`config.mk`:
```
export PLATFORM = sky130hd
export DESIGN_NAME = i3c_sdr_write_sequencer
export DESIGN_NICKNAME = d
export VERILOG_FILES = /design/src/rtl/i3c_sdr_write_sequencer.sv
export SDC_FILE = /design/constraint.sdc
export NUM_CORES = 1
export LEC_CHECK = 0
export CAP_MARGIN = 30
export CORE_MARGIN = 8
export CORE_UTILIZATION = 57
export CTS_BUF_LIST = sky130_fd_sc_hd__clkbuf_2 sky130_fd_sc_hd__clkbuf_4 sky130_fd_sc_hd__clkbuf_8
export CTS_CLUSTER_SIZE = 14
export DETAILED_ROUTE_END_ITERATION = 6
export MAX_ROUTING_LAYER = met4
export PLACE_DENSITY = 0.85
export SLEW_MARGIN = 25
export SYNTH_ARGS = -nofsm -noshare
export SYNTH_HDL_FRONTEND = slang
export SYNTH_SLANG_ARGS = --single-unit
```
`constraint.sdc`:
```
create_clock -name clk_i -period 2.83 [get_ports clk_i]
set_input_delay 0.283 -clock clk_i [delete_from_list [all_inputs] [get_ports clk_i]]
set_output_delay 0.283 -clock clk_i [all_outputs]
set_load 0.01 [all_outputs]
```
`src/rtl/i3c_sdr_write_sequencer.sv`:
```
`default_nettype none
// ============================================================================
// i3c_sdr_write_sequencer : controller-side I3C SDR private-write sequencer
// Revision: 1.0
// ============================================================================
module i3c_sdr_write_sequencer #(
    parameter int CLK_DIV = 4,
    parameter int LEN_W   = 8
) (
    input  logic             clk_i,
    input  logic             rst_ni,
    input  logic             cmd_valid_i,
    output logic             cmd_ready_o,
    input  logic [6:0]       cmd_addr_i,
    input  logic [LEN_W-1:0] cmd_len_i,
    input  logic             data_valid_i,
    input  logic [7:0]       data_i,
    output logic             data_ready_o,
    input  logic             sda_i,
    output logic             scl_o,
    output logic             sda_o,
    output logic             busy_o,
    output logic             done_o,
    output logic             nack_o
);

    localparam int              PH_W    = (CLK_DIV > 2) ? $clog2(CLK_DIV) : 1;
    localparam logic [PH_W-1:0] PH_LAST = PH_W'(CLK_DIV - 1);

    typedef enum logic [2:0] {
        S_IDLE, S_START, S_ADDR, S_ACK, S_DATA, S_TBIT, S_WAIT, S_STOP
    } state_t;

    state_t           state_q, state_d;
    logic [PH_W-1:0]  ph_q, ph_d;
    logic [2:0]       bit_q, bit_d;
    logic [LEN_W-1:0] cnt_q, cnt_d;
    logic [6:0]       addr_q, addr_d;
    logic [7:0]       shift_q, shift_d;
    logic             scl_q, scl_d;
    logic             sda_q, sda_d;
    logic             flag_q, flag_d;
    logic             done_q, done_d;
    logic             nack_q, nack_d;

    logic             ph_end, slot_end, to_stop, to_wait;
    logic [7:0]       frame;

    always_ff @(posedge clk_i or negedge rst_ni) begin
        if (!rst_ni) begin
            state_q <= S_IDLE;
            ph_q    <= '0;
            bit_q   <= '0;
            cnt_q   <= '0;
            addr_q  <= '0;
            shift_q <= '0;
            scl_q   <= 1'b1;
            sda_q   <= 1'b1;
            flag_q  <= 1'b0;
            done_q  <= 1'b0;
            nack_q  <= 1'b0;
        end else begin
            state_q <= state_d;
            ph_q    <= ph_d;
            bit_q   <= bit_d;
            cnt_q   <= cnt_d;
            addr_q  <= addr_d;
            shift_q <= shift_d;
            scl_q   <= scl_d;
            sda_q   <= sda_d;
            flag_q  <= flag_d;
            done_q  <= done_d;
            nack_q  <= nack_d;
        end
    end

    always_comb begin
        state_d      = state_q;
        ph_d         = ph_q;
        bit_d        = bit_q;
        cnt_d        = cnt_q;
        addr_d       = addr_q;
        shift_d      = shift_q;
        scl_d        = scl_q;
        sda_d        = sda_q;
        flag_d       = flag_q;
        done_d       = 1'b0;
        nack_d       = 1'b0;
        data_ready_o = 1'b0;
        to_stop      = 1'b0;
        to_wait      = 1'b0;
        ph_end       = (ph_q == PH_LAST);
        slot_end     = ph_end && scl_q;
        frame        = {addr_q, 1'b0};

        case (state_q)
            S_IDLE: begin
                scl_d = 1'b1;
                sda_d = 1'b1;
                if (cmd_valid_i) begin
                    state_d = S_START;
                    sda_d   = 1'b0;
                    ph_d    = '0;
                    addr_d  = cmd_addr_i;
                    cnt_d   = cmd_len_i;
                    flag_d  = 1'b0;
                end
            end
            S_START: begin
                ph_d = ph_end ? '0 : ph_q + PH_W'(1);
                if (ph_end) begin
                    state_d = S_ADDR;
                    scl_d   = 1'b0;
                    sda_d   = frame[7];
                    bit_d   = '0;
                end
            end
            S_ADDR, S_ACK, S_DATA, S_TBIT: begin
                ph_d = ph_end ? '0 : ph_q + PH_W'(1);
                if (ph_end && !scl_q) begin
                    scl_d = 1'b1;
                end
                // sda_o only moves at a slot boundary, so it is stable across the high phase
                if (slot_end) begin
                    scl_d = 1'b0;
                    case (state_q)
                        S_ADDR: begin
                            if (bit_q == 3'd7) begin
                                state_d = S_ACK;
                                sda_d   = 1'b1;
                            end else begin
                                bit_d = bit_q + 3'd1;
                                sda_d = frame[3'd6 - bit_q];
                            end
                        end
                        S_ACK: begin
                            if (sda_i) begin
                                flag_d  = 1'b1;
                                to_stop = 1'b1;
                            end else if (cnt_q == '0) begin
                                to_stop = 1'b1;
                            end else begin
                                to_wait = 1'b1;
                            end
                        end
                        S_DATA: begin
                            if (bit_q == 3'd7) begin
                                state_d = S_TBIT;
                                sda_d   = ~^shift_q;
                            end else begin
                                bit_d = bit_q + 3'd1;
                                sda_d = shift_q[3'd6 - bit_q];
                            end
                        end
                        default: begin
                            cnt_d = cnt_q - LEN_W'(1);
                            if (cnt_q == LEN_W'(1)) begin
                                to_stop = 1'b1;
                            end else begin
                                to_wait = 1'b1;
                            end
                        end
                    endcase
                end
            end
            S_WAIT: begin
                // the consuming cycle doubles as the first low-phase cycle of bit 7
                if (data_valid_i) begin
                    data_ready_o = 1'b1;
                    shift_d      = data_i;
                    sda_d        = data_i[7];
                    bit_d        = '0;
                    ph_d         = PH_W'(1);
                    state_d      = S_DATA;
                end
            end
            default: begin
                ph_d = ph_end ? '0 : ph_q + PH_W'(1);
                if (ph_end) begin
                    if (bit_q == 3'd2) begin
                        state_d = S_IDLE;
                        done_d  = 1'b1;
                        nack_d  = flag_q;
                    end else begin
                        bit_d = bit_q + 3'd1;
                        if (bit_q == 3'd0) begin
                            scl_d = 1'b1;
                        end else begin
                            sda_d = 1'b1;
                        end
                    end
                end
            end
        endcase

        if (to_stop) begin
            state_d = S_STOP;
            sda_d   = 1'b0;
            bit_d   = '0;
        end
        if (to_wait) begin
            state_d = S_WAIT;
        end
    end

    assign scl_o       = scl_q;
    assign sda_o       = (state_q == S_WAIT && data_valid_i) ? data_i[7] : sda_q;
    assign cmd_ready_o = (state_q == S_IDLE);
    assign busy_o      = (state_q != S_IDLE);
    assign done_o      = done_q;
    assign nack_o      = nack_q;

endmodule
`default_nettype wire
```
==> summary.md, run 1 <==
| Metric | Value |
|---|---|
| CP Cell Sequence | inv_1 > nand3_2 > clkinv_1 > nand2_1 > nand2_1 > clkdlybuf4s50_1 |
| Sw Ratio | 0.428 |
| H-tree Lvls | 2 |
| Hold Path Class | input port to asynchronous set/reset pin |
| VDD IR max | 0.000562 V |
| Reg2reg end | sda_q$_DFFE_PN1P_ |
| Slew Limit Fails | 0 |
| Syn_nets | 307 |
| Vias in the first global route | 2038 |
| Number of inserted diodes | 0 |
| Slew @ Worst Pin | 592 ps |
| Post-DP HPWL | 4.11 mm |
| Via Count | 2065 |
| Mapped Area | 2450 µm² |
| Routed wire length | 5.62 mm |
| Global-route wire length before repair | 9.51 mm |
| Worst Path Arrival | 2220 ps |
| CP Max Fanout | 13 |
| Sequential power share | 0.319 |
| CP max stage delay | 560 ps |
| Total of cells resized after clock tree synthesis | 0 |
| Clk pwr share | 0.145 |
| Unrepaired setup endpoints after global routing | false |
| Mapped Cells | 270 |
| Flop2flop setup slack | 520 ps |
| Placed insts | 348 |
| Internal power | 0.00181 W |
| Most frequent CP cell | nand2_1 |
| Die width | 81.6 µm |
| Required @ worst endpoint | 2550 ps |
| Vias per cell | 5.80 |
| Clock buffer depth | 2 |
| Initial core utilization | 0.579 |
| CP endpoint kind | output port |
| Fillers | 348 |
| Yosys reg bits | 36 |
| Gr usage total | 0.188 |
| Core Area | 4230 µm² |
| Run status | complete, no violations |
| Dominant synthesized flop cell | dfrtp_1 |
| CP max-delay cell | dfrtp_1 |
| Startpoint Class | flop |
| EDFF count, synth | 0 |
| GRT overflow | 0 |
| Minimum clock period | 2500 ps |
| Drt wl/cell | 15.8 µm |
| Power Total | 0.00316 W |
| Fin Setup TNS | 0 ps |
| Syn avg cell area | 9.08 µm² |
| Worst-Skew Late Latency | 290 ps |
| Drt drc | 0 |
| Tcrit/Tclk final | 0.884 |
| Post-synth cell types | 62 |
| Die height | 81.6 µm |
| CTS Root Cell | clkbuf_8 |
| Worst r2r src | bit_q[0]$_DFFE_PN0P_ |
| Worst Reg2Reg Path Length in Cells | 6 |
| Layout cells sized above 1 | 0.128 |
| # clock sinks | 36 |
| Power per cell area | 1080 nW/µm² |
| Initial drt markers | 198 |
| Boundary Pins | 35 |
| Slew HR | 0.605 |
| Setup Fix Bufs, Post-CTS | 0 |
| Cts hold-fix bufs | 0 |
| Most common cell after layout, fill and taps aside | nand2_1 |
| Fmax | 0.400 GHz |
| Max Cap Violations | 0 |
| Antenna viol nets, final | 0 |
| Synth async-reset ratio | 1.00 |
| Initial antenna violation count | 0 |
| CTS tree | yes |
| Storage cell area | 903 µm² |
| TritonRoute pass-1 iters | 4 |
| Layout Cells excl Fill | 356 |
| Leading cell types in the layout, fill and taps excluded | nand2_1 (47), dfrtp_1 (34), clkdlybuf4s50_1 (34) |
| Final setup viols | 0 |
| Switching power | 0.00135 W |
| Final hold vios | 0 |
| Seq/Total Area, Yosys | 0.368 |
| Die area | 6660 µm² |
| Layout area overhead | 19.1% |
| Setup CP Type | flop to output port |
| Gpl congestion | 0.899 |
| Footprint of the multi-input gates | 1400 µm² |
| Port bufs | 34 |
| Combinational Power Share | 0.536 |
| Leak | 1.27 nW |
| Ys Warns | 0 |
| Cell Rows | 24 |
| CTS buffer count | 5 |
| Nets | 340 |
| WHS | 403 ps |
| Clock Skew | 12.2 ps |
| Largest net degree at the start of global routing | 37 |
| Clock-pin slew on the worst setup and hold paths | 80 ps |
[logic make-up after synthesis]
kind of cell,count (synthesis),synth area share
xor gates and xnor gates,9,0.0352
buffers and inverters,29,0.0597
DFF,36,0.368
muxes,19,0.0837
and+or+nand+nor,101,0.211
AOI/OAI and AO/OA,66,0.192
adders and majority gates,10,0.0500
[synth_stat cells (all sizes together), types with 3 or more instances]
cell type,instances,area share
o221ai,3,0.011
buf,11,0.032
inv,15,0.023
nand2b,3,0.0077
ha,9,0.046
a22o,5,0.018
nor3,3,0.0061
a31oi,3,0.0077
mux2,12,0.055
nand2,47,0.072
dfrtp,34,0.35
nand3b,3,0.0092
a21oi,15,0.035
nand3,6,0.014
o21ai,14,0.029
o22ai,5,0.013
nor2,18,0.030
xnor2,7,0.025
and2,3,0.0077
mux2i,7,0.029
[metrics by stage]
stage / utilization / setup WS, ps / instance area, µm²
after floorplan: - / 804 / 2450
after global placement: 0.663 / 549 / 2810
after detailed placement: 0.663 / 515 / 2810
after CTS: 0.690 / 339 / 2920
after global routing: 0.690 / 131 / 2920
final: 0.690 / 328 / 2920
[sequential cells by signal, indices dropped and copies added, names as in the netlist]
| signal | flops |
|---|---|
| done_o | 1 |
| ph_q | 2 |
| nack_o | 1 |
| sda_q | 1 |
| addr_q | 7 |
| scl_o | 1 |
| cnt_q | 8 |
| bit_q | 3 |
| state_q | 3 |
| flag_q | 1 |
| shift_q | 8 |
[power by group through the flow]
stage	Combinational [W]	Sequential [W]	Clock (W)
2_1_floorplan	0.00139	0.000928	0
3_3_place_gp	0.00164	0.00100	0
3_5_place_dp	0.00169	0.00101	0
4_1_cts	0.00170	0.00101	0.000467
5_1_grt	0.00190	0.00104	0.000496
6_report	0.00169	0.00101	0.000458
[how the worst max path moves through the flow]
stage,startpoint,to,slack (ps),cells past startpoint
final,state_q[0]$_DFFE_PN0P_,sda_o,330,6
after global routing,state_q[0]$_DFFE_PN0P_,sda_o,130,6
after CTS,state_q[0]$_DFFE_PN0P_,sda_o,340,6
after detailed placement,data_valid_i,sda_o,510,6
after global placement,data_valid_i,sda_o,550,6
after floorplan,bit_q[1]$_DFFE_PN0P_,sda_q$_DFFE_PN1P_,800,7
[critical path: cells and delay by family (launching register included)]
kind | cells | cell delay, ps
buf+inv | 3 | 930
flops | 1 | 560
simple gates | 3 | 430
[area by class of cell]
cell class,instances,share of cell area
Sequential cell,36,0.309
Tap cell,52,0.0223
Clock inverter,2,0.0120
Multi-Input combinational cell,205,0.480
Inverter,16,0.0206
Timing Repair Buffer,39,0.129
Clock buffer,6,0.0261
[routing by layer]
| layer | part of all wire | up-vias | wire length [µm] | global-route usage |
|---|---|---|---|---|
| met3 | 0.061 | 8 | 340 | 0.0536 |
| met1 | 0.43 | 967 | 2430 | 0.220 |
| met2 | 0.49 | 63 | 2740 | 0.298 |
| met5 | 0 | - | 0 | - |
| li1 | - | 1027 | - | - |
| met4 | 0.018 | 0 | 102 | 0.0807 |
Power figures use the tool's default switching activity.
==> run 2, diff against run 1 <==
--- a/config.mk
+++ b/config.mk
@@ -5,7 +5,6 @@
 export SDC_FILE = /design/constraint.sdc
 export NUM_CORES = 1
 export LEC_CHECK = 0
-export CAP_MARGIN = 30
 export CORE_MARGIN = 8
 export CORE_UTILIZATION = 57
 export CTS_BUF_LIST = sky130_fd_sc_hd__clkbuf_2 sky130_fd_sc_hd__clkbuf_4 sky130_fd_sc_hd__clkbuf_8
==> results of run 2 <==
No change in the layout: final DEF, timing and power equal those of run 1.
==> run 3, diff against run 2 <==
--- a/config.mk
+++ b/config.mk
@@ -8,7 +8,7 @@
 export CORE_MARGIN = 8
 export CORE_UTILIZATION = 57
 export CTS_BUF_LIST = sky130_fd_sc_hd__clkbuf_2 sky130_fd_sc_hd__clkbuf_4 sky130_fd_sc_hd__clkbuf_8
-export CTS_CLUSTER_SIZE = 14
+export CTS_CLUSTER_SIZE = 16
 export DETAILED_ROUTE_END_ITERATION = 6
 export MAX_ROUTING_LAYER = met4
 export PLACE_DENSITY = 0.85
==> results of run 3 <==
No change in the layout: final DEF, timing and power equal those of run 1.
